## config.mk

```make
export PLATFORM = sky130hd
export DESIGN_NAME = wave_param_loader_flat
export DESIGN_NICKNAME = d
export VERILOG_FILES = /design/src/rtl/wave_param_loader_if.sv /design/src/rtl/wave_param_loader.sv /design/src/flat_wrapper.sv
export SDC_FILE = /design/constraint.sdc
export NUM_CORES = 1
export LEC_CHECK = 0
export BUFFER_PORTS_ARGS = -buffer_cell sky130_fd_sc_hd__buf_2
export CORE_MARGIN = 2
export CORE_UTILIZATION = 50
export DETAILED_ROUTE_END_ITERATION = 10
export PLACE_DENSITY = 0.82
export SYNTH_ARGS = -nofsm -noshare
export SYNTH_HDL_FRONTEND = slang
export SYNTH_SLANG_ARGS = --single-unit
```

## constraint.sdc

```tcl
create_clock -name clk -period 6.9 [get_ports clk]
set_clock_uncertainty 0.15 [all_clocks]
set_input_delay 1.035 -clock clk [delete_from_list [all_inputs] [get_ports clk]]
set_output_delay 1.035 -clock clk [all_outputs]
set_load 0.005 [all_outputs]
```

## src/rtl/wave_param_loader_if.sv

```systemverilog
// Host-link byte channel plus the committed parameter bus feeding the two-lane wave compute block.
// Latency: none, wires only.
// Backpressure: rx_valid/rx_ready handshake, and a byte moves only when both are high on a rising edge.
interface wave_param_loader_if;
    logic [7:0]  rx_data;
    logic        rx_valid;
    logic        rx_ready;
    logic [31:0] amps;
    logic [31:0] offsets;
    logic [31:0] phasewords;
    logic        active;
    logic        update;
    logic        err;

    // Host / byte front end side.
    modport master (
        output rx_data, rx_valid,
        input  rx_ready, amps, offsets, phasewords, active, update, err
    );

    // Loader side.
    modport slave (
        input  rx_data, rx_valid,
        output rx_ready, amps, offsets, phasewords, active, update, err
    );
endinterface

```

## src/rtl/wave_param_loader.sv

```systemverilog
// Decodes host command bytes into shadow amp/offset/phaseword lanes and commits all of them atomically.
// Latency: outputs, active and update change one edge after the commit byte is accepted; err is registered one edge after the bad byte.
// Backpressure: rx_ready is low only during the single COMMIT cycle. Optional feature WAVE_PARAM_LOADER_CHECKSUM_EN adds an XOR check byte.
module wave_param_loader #(
    parameter int          TIMEOUT_CYCLES = 1024,
    parameter logic [15:0] AMP_RESET      = 16'h0000
) (
    input logic           clk,
    input logic           reset,
    wave_param_loader_if.slave bus
);

`ifdef WAVE_PARAM_LOADER_CHECKSUM_EN
    typedef enum logic [2:0] {S_IDLE, S_HI, S_LO, S_CHK, S_COMMIT} state_t;
`else
    typedef enum logic [2:0] {S_IDLE, S_HI, S_LO, S_COMMIT} state_t;
`endif

    localparam int            TW   = $clog2(TIMEOUT_CYCLES + 1);
    localparam logic [TW-1:0] TLIM = TW'(TIMEOUT_CYCLES - 1);

    state_t        r_state, w_state_nxt;
    logic          r_lane;
    logic [1:0]    r_field;
    logic [7:0]    r_hi;
    logic [TW-1:0] r_tcnt;
    logic [31:0]   r_sh_amp, r_sh_off, r_sh_pw;
    logic [31:0]   r_amps, r_offsets, r_phasewords;
    logic          r_active, r_update, r_err;

    logic          w_rdy, w_acc, w_sync_ok, w_in_pkt, w_tmo;
    logic [2:0]    w_op;
    logic          w_err_nxt, w_hdr_ld, w_hi_ld, w_wr_en, w_stop, w_commit;
    logic [15:0]   w_wr_dat;

`ifdef WAVE_PARAM_LOADER_CHECKSUM_EN
    logic [7:0]    r_lo;
    logic          w_lo_ld;
    logic [7:0]    w_csum;
    // The header is rebuilt from the latched lane/field; field ops always have op[2] = 0.
    assign w_csum   = {4'hA, r_lane, 1'b0, r_field} ^ r_hi ^ r_lo;
    assign w_wr_dat = {r_hi, r_lo};
    assign w_in_pkt = (r_state == S_HI) || (r_state == S_LO) || (r_state == S_CHK);
`else
    assign w_wr_dat = {r_hi, bus.rx_data};
    assign w_in_pkt = (r_state == S_HI) || (r_state == S_LO);
`endif

    assign w_rdy     = (r_state != S_COMMIT);
    assign w_acc     = bus.rx_valid && w_rdy;
    assign w_op      = bus.rx_data[2:0];
    assign w_sync_ok = (bus.rx_data[7:4] == 4'hA);
    // Inter-byte gap expires on the edge that would bring the counter to TIMEOUT_CYCLES.
    assign w_tmo     = w_in_pkt && !w_acc && (r_tcnt == TLIM);

    // State register.
    always_ff @(posedge clk or posedge reset) begin
        if (reset) r_state <= S_IDLE;
        else       r_state <= w_state_nxt;
    end

    // Next-state and per-cycle control strobes.
    always_comb begin
        w_state_nxt = r_state;
        w_err_nxt   = 1'b0;
        w_hdr_ld    = 1'b0;
        w_hi_ld     = 1'b0;
        w_wr_en     = 1'b0;
        w_stop      = 1'b0;
        w_commit    = 1'b0;
`ifdef WAVE_PARAM_LOADER_CHECKSUM_EN
        w_lo_ld     = 1'b0;
`endif
        case (r_state)
            S_IDLE: begin
                if (w_acc) begin
                    if (!w_sync_ok) begin
                        w_err_nxt = 1'b1;
                    end else begin
                        case (w_op)
                            3'b000, 3'b001, 3'b010: begin
                                w_hdr_ld    = 1'b1;
                                w_state_nxt = S_HI;
                            end
                            3'b100:  w_state_nxt = S_COMMIT;
                            3'b101:  w_stop      = 1'b1;
                            default: w_err_nxt   = 1'b1;
                        endcase
                    end
                end
            end
            S_HI: begin
                if (w_acc) begin
                    w_hi_ld     = 1'b1;
                    w_state_nxt = S_LO;
                end else if (w_tmo) begin
                    w_err_nxt   = 1'b1;
                    w_state_nxt = S_IDLE;
                end
            end
            S_LO: begin
                if (w_acc) begin
`ifdef WAVE_PARAM_LOADER_CHECKSUM_EN
                    w_lo_ld     = 1'b1;
                    w_state_nxt = S_CHK;
`else
                    w_wr_en     = 1'b1;
                    w_state_nxt = S_IDLE;
`endif
                end else if (w_tmo) begin
                    w_err_nxt   = 1'b1;
                    w_state_nxt = S_IDLE;
                end
            end
`ifdef WAVE_PARAM_LOADER_CHECKSUM_EN
            S_CHK: begin
                if (w_acc) begin
                    if (bus.rx_data == w_csum) w_wr_en   = 1'b1;
                    else                       w_err_nxt = 1'b1;
                    w_state_nxt = S_IDLE;
                end else if (w_tmo) begin
                    w_err_nxt   = 1'b1;
                    w_state_nxt = S_IDLE;
                end
            end
`endif
            S_COMMIT: begin
                w_commit    = 1'b1;
                w_state_nxt = S_IDLE;
            end
            default: w_state_nxt = S_IDLE;
        endcase
    end

    // Packet context: selected lane/field and the data bytes collected so far.
    always_ff @(posedge clk or posedge reset) begin
        if (reset) begin
            r_lane  <= 1'b0;
            r_field <= 2'd0;
            r_hi    <= 8'h00;
`ifdef WAVE_PARAM_LOADER_CHECKSUM_EN
            r_lo    <= 8'h00;
`endif
        end else begin
            if (w_hdr_ld) begin
                r_lane  <= bus.rx_data[3];
                r_field <= bus.rx_data[1:0];
            end
            if (w_hi_ld) r_hi <= bus.rx_data;
`ifdef WAVE_PARAM_LOADER_CHECKSUM_EN
            if (w_lo_ld) r_lo <= bus.rx_data;
`endif
        end
    end

    // Inter-byte timeout counter, live only while a field packet is open.
    always_ff @(posedge clk or posedge reset) begin
        if (reset)                          r_tcnt <= '0;
        else if (w_in_pkt && !w_acc && !w_tmo) r_tcnt <= r_tcnt + TW'(1);
        else                                r_tcnt <= '0;
    end

    // Shadow registers: one 16-bit lane written per completed field packet.
    always_ff @(posedge clk or posedge reset) begin
        if (reset) begin
            r_sh_amp <= {AMP_RESET, AMP_RESET};
            r_sh_off <= 32'h0;
            r_sh_pw  <= 32'h0;
        end else if (w_wr_en) begin
            case (r_field)
                2'd0: if (r_lane) r_sh_amp[31:16] <= w_wr_dat; else r_sh_amp[15:0] <= w_wr_dat;
                2'd1: if (r_lane) r_sh_off[31:16] <= w_wr_dat; else r_sh_off[15:0] <= w_wr_dat;
                2'd2: if (r_lane) r_sh_pw[31:16]  <= w_wr_dat; else r_sh_pw[15:0]  <= w_wr_dat;
                default: ;
            endcase
        end
    end

    // Committed outputs and status pulses; all 96 shadow bits move on the same edge.
    always_ff @(posedge clk or posedge reset) begin
        if (reset) begin
            r_amps       <= {AMP_RESET, AMP_RESET};
            r_offsets    <= 32'h0;
            r_phasewords <= 32'h0;
            r_active     <= 1'b0;
            r_update     <= 1'b0;
            r_err        <= 1'b0;
        end else begin
            if (w_commit) begin
                r_amps       <= r_sh_amp;
                r_offsets    <= r_sh_off;
                r_phasewords <= r_sh_pw;
                r_active     <= 1'b1;
            end else if (w_stop) begin
                r_active     <= 1'b0;
            end
            r_update <= w_commit;
            r_err    <= w_err_nxt;
        end
    end

    assign bus.rx_ready   = w_rdy;
    assign bus.amps       = r_amps;
    assign bus.offsets    = r_offsets;
    assign bus.phasewords = r_phasewords;
    assign bus.active     = r_active;
    assign bus.update     = r_update;
    assign bus.err        = r_err;

endmodule
```

## src/flat_wrapper.sv

```systemverilog
// flat-port wrapper written by rule: the top's interface ports become plain ports
module wave_param_loader_flat 
#(
    parameter int          TIMEOUT_CYCLES = 1024,
    parameter logic [15:0] AMP_RESET      = 16'h0000
)
  (clk, reset, bus_rx_data, bus_rx_valid, bus_rx_ready, bus_amps, bus_offsets, bus_phasewords, bus_active, bus_update, bus_err);
  wave_param_loader_if bus_i ();
  input logic clk;
  input logic reset;
  input wire logic [$bits(bus_i.rx_data)-1:0] bus_rx_data;
  input wire logic [$bits(bus_i.rx_valid)-1:0] bus_rx_valid;
  output wire logic [$bits(bus_i.rx_ready)-1:0] bus_rx_ready;
  output wire logic [$bits(bus_i.amps)-1:0] bus_amps;
  output wire logic [$bits(bus_i.offsets)-1:0] bus_offsets;
  output wire logic [$bits(bus_i.phasewords)-1:0] bus_phasewords;
  output wire logic [$bits(bus_i.active)-1:0] bus_active;
  output wire logic [$bits(bus_i.update)-1:0] bus_update;
  output wire logic [$bits(bus_i.err)-1:0] bus_err;
  assign bus_i.rx_data = bus_rx_data;
  assign bus_i.rx_valid = bus_rx_valid;
  assign bus_rx_ready = bus_i.rx_ready;
  assign bus_amps = bus_i.amps;
  assign bus_offsets = bus_i.offsets;
  assign bus_phasewords = bus_i.phasewords;
  assign bus_active = bus_i.active;
  assign bus_update = bus_i.update;
  assign bus_err = bus_i.err;
  wave_param_loader #(.TIMEOUT_CYCLES(TIMEOUT_CYCLES), .AMP_RESET(AMP_RESET)) u_core (.clk(clk), .reset(reset), .bus(bus_i));
endmodule
```

==> flow_summary_export.csv <==
group,metric,value,unit
status,run_status,"completed",
sta,clock.fmax,0.354,GHz
finish,drive_gt1_share,31.3,%
logic_synthesis,synthArstFlopShare,100,%
setup_path,cp_slowest_cell,"sky130_fd_sc_hd__dfrtp_1",
logic_synthesis,synth_sequential_area_ratio,64.9,%
grt,global_route.overflow_total,0,
setup_path,timing.critical_path.arrival,1640,ps
sta,rsz0062_at_grt,"no",
placed_design,port-buffer-count,110,
finish,multi_input_area,2790,µm²
routing,drt.antenna.violating_nets,0,
sta,worstMarginPinSlew,964,ps
setup_path,path_max_fanout,28,
routing,detailroute.via_count,5516,
placed_design,post-dp-hpwl,11000,µm
grt,antenna_violations_before_repair,0,
setup_path,worstSetupStartpointType,"flop",
sta,maxSlewHeadroom,35.8,%
power_and_ir_drop,cellInternalPower,2.05,mW
placed_design,place_congestion,0.747,
sta,timing.final.hold_violations,0,
finish,ff_latch_area,5510,µm²
logic_synthesis,synth-main-ff-cell,"sky130_fd_sc_hd__dfrtp_1",
cts,buffer_depth_of_the_longest_clock_path,3,
setup_path,critical_path.top_delay_family,"flip-flops",
power_and_ir_drop,finalPower,2.58,mW
finish,layout_commonest_cell,"sky130_fd_sc_hd__nand2_1",
logic_synthesis,synth.top_cells.by_area,"sky130_fd_sc_hd__dfrtp_1 (65%), sky130_fd_sc_hd__nand2_1 (13%), sky130_fd_sc_hd__mux2_2 (13%), sky130_fd_sc_hd__mux2_4 (1.8%), sky130_fd_sc_hd__clkbuf_1 (0.89%)",
setup_path,timing_worst_setup_path_type,"flop to output port",
power_and_ir_drop,comb_power_share,2.2,%
power_and_ir_drop,power_switching,0.534,mW
die,die_h,134,µm
finish,area_growth_syn_to_layout,17.1,%
power_and_ir_drop,pwr-share-clk,46.9,%
logic_synthesis,synthesis.area_per_instance,11.8,µm²
die,i_o_pins,111,
grt,grt_pass1_vias,5463,
die,core_region_area,16600,µm²
routing,remaining_drc_errors,0,
routing,wl_per_cell,17.3,µm
routing,vias_per_cell,5.21,
logic_synthesis,postSynthCellCount,720,
finish,final_core_utilization,59.9,%
logic_synthesis,yosys_warn_count,0,
cts,clkTransAtPathRegs,60,ps
logic_synthesis,synth_top_area_share,64.9,%
routing,drt_iter0_drc,369,
cts,post_cts.resized_instances,0,
power_and_ir_drop,powerDensity,260,nW/µm²
cts,cts.hold.buffers_added,0,
finish,final_cell_mix,"sky130_fd_sc_hd__nand2_1 (294), sky130_fd_sc_hd__dfrtp_1 (220), sky130_fd_sc_hd__buf_2 (110)",
grt,first_pass_grt_wire_length,28900,µm
cts,ctsRootBufferMaster,"sky130_fd_sc_hd__clkbuf_16",
die,dieArea,18000,µm²
power_and_ir_drop,switching_share,20.7,%
finish,insertedDiodeCount,0,
cts,clock_tree_from_tritoncts,"done",
setup_path,endpoint_kind,"output port",
routing,drt_pre_antenna_iters,4,
sta,final.setup.tns,0,ps
cts,cts_inserted_buffers,22,
routing,drt_wl_total,18300,µm
sta,period_share,41.0,%
grt,globalRouteTotalUtil,20.5,%
logic_synthesis,synth.ff_latch_count,220,
logic_synthesis,synth_top_area_cell,"sky130_fd_sc_hd__dfrtp_1",
die,initial_core_util,51.1,%
logic_synthesis,number_of_enable_flip_flop_cells_after_synthesis,0,
power_and_ir_drop,ir_drop,0.000170,V
logic_synthesis,mapped_cell_area,8480,µm²
finish,fill_cells,1306,
cts,cts.sinks,220,
cts,level_count_of_the_clock_h_tree,1,
setup_path,chain_of_cells_forming_the_critical_path,"nand3_4, buf_2",
setup_path,path_buf_inv,1,
cts,clock_latency,500,ps
logic_synthesis,synth.net_count,732,
sta,pins_over_their_slew_limit,0,
setup_path,critPathRequiredTime,5710,ps
finish,finish.net_count,837,
setup_path,worst_path_largest_cell_delay,540,ps
flow_run,cap_viol_max_count,0,
worst_hold_path,hold_class,"flop to flop",
die,placementRows,47,
sta,worst_hold_slack,314,ps
die,die_w,134,µm
power_and_ir_drop,p_leak,5.65,nW
cts,post_cts_setup_bufs,0,
power_and_ir_drop,share_seq_of_total_power,51.0,%
grt,maximum_number_of_pins_on_one_net_before_global_route_repair,162,
sta,post_layout_min_period,2830,ps
sta,setup-violations-final,0,
logic_synthesis,ys_types,38,
metrics by stage:
stage	std cells	setup slack, ps	area (µm²)
6_report	1059	4070	9930
5_1_grt	1059	3890	9930
2_1_floorplan	720	2850	8490
3_5_place_dp	1021	3950	9200
3_3_place_gp	1021	4030	9200
4_1_cts	1059	4060	9930
state kept, by name, indices dropped and copies added, names as in the netlist, 2 cells and up:
signal	cells
u_core.bus.amps	32
u_core.bus.offsets	32
u_core.bus.phasewords	32
u_core.r_sh_amp	32
u_core.r_sh_off	32
u_core.r_sh_pw	32
u_core.r_tcnt	11
u_core.r_hi	8
u_core.r_state	3
u_core.r_field	2
Yosys cell counts, types with 2 or more instances:
cell type,count
sky130_fd_sc_hd__inv_1,3
sky130_fd_sc_hd__buf_1,3
sky130_fd_sc_hd__nand2_1,294
sky130_fd_sc_hd__nor3b_1,2
sky130_fd_sc_hd__nand3_1,4
sky130_fd_sc_hd__and4_1,2
sky130_fd_sc_hd__clkbuf_1,20
sky130_fd_sc_hd__dfrtp_1,220
sky130_fd_sc_hd__xor2_1,8
sky130_fd_sc_hd__nor4bb_1,2
sky130_fd_sc_hd__buf_2,5
sky130_fd_sc_hd__o21ai_0,3
sky130_fd_sc_hd__nand3b_2,2
sky130_fd_sc_hd__o22ai_1,2
sky130_fd_sc_hd__buf_6,2
sky130_fd_sc_hd__nand4_1,4
sky130_fd_sc_hd__nor2_1,12
sky130_fd_sc_hd__buf_4,4
sky130_fd_sc_hd__mux2_2,97
sky130_fd_sc_hd__mux2_4,10
sky130_fd_sc_hd__nand3b_1,2
sky130_fd_sc_hd__and3_1,3
final cells by class:
class	count	share of cell area (%)
Clock buffer	30	6.16
Clock inverter	8	1.18
Inverter	4	0.202
Multi-Input combinational cell	461	28.1
Sequential cell	220	55.5
Tap cell	220	2.77
Timing Repair Buffer	116	6.12
worst reg2reg max path, delay by kind of cell, from the launching register on:
kind	cells	cell delay, ps
AND/OR/NAND/NOR	3	640
flip-flops	1	540
buffers and inverters	3	1370
layer usage:
layer	global-route usage, %	up-vias	wire (µm)
met3	3.25	33	892
met4	5.67	0	368
met2	33.9	138	8810
met1	28.3	2811	8200
li1	-	2534	-
met5	0	-	0
worst paths after layout:
check | to | cells past startpoint | slack (ps) | start
min in group asynchronous | u_core.bus.active | 3 | 620 | reset
setup / recovery | bus_rx_ready | 2 | 4070 | u_core.r_state[1]
max in group asynchronous | u_core.r_sh_pw[20] | 4 | 4680 | reset
hold reg to reg | u_core.bus.amps[22] | 2 | 310 | u_core.r_sh_amp[22]
hold / removal | u_core.bus.amps[22] | 2 | 310 | u_core.r_sh_amp[22]
setup reg to reg | u_core.bus.phasewords[22] | 6 | 4120 | u_core.r_state[1]
power groups by stage:
stage	Combinational [mW]	Clock, mW	Sequential [mW]
floorplan	0.0347	0	1.33
global placement	0.0565	0	1.34
detailed placement	0.0575	0	1.34
CTS	0.0579	1.23	1.32
global route	0.0629	1.28	1.32
finish	0.0559	1.21	1.32
cells by family after synthesis:
family,count (synthesis),share of synthesized area [%]
flip-flops,220,64.9
multiplexers,107,14.6
AO/OA/AOI/OAI,8,0.605
XOR/XNOR,9,0.929
buffers and inverters,39,2.35
other,1,0.0442
adder cells (fa/ha/maj),2,0.266
AND/OR/NAND/NOR,334,16.3
(Power assumes the default switching activity.)
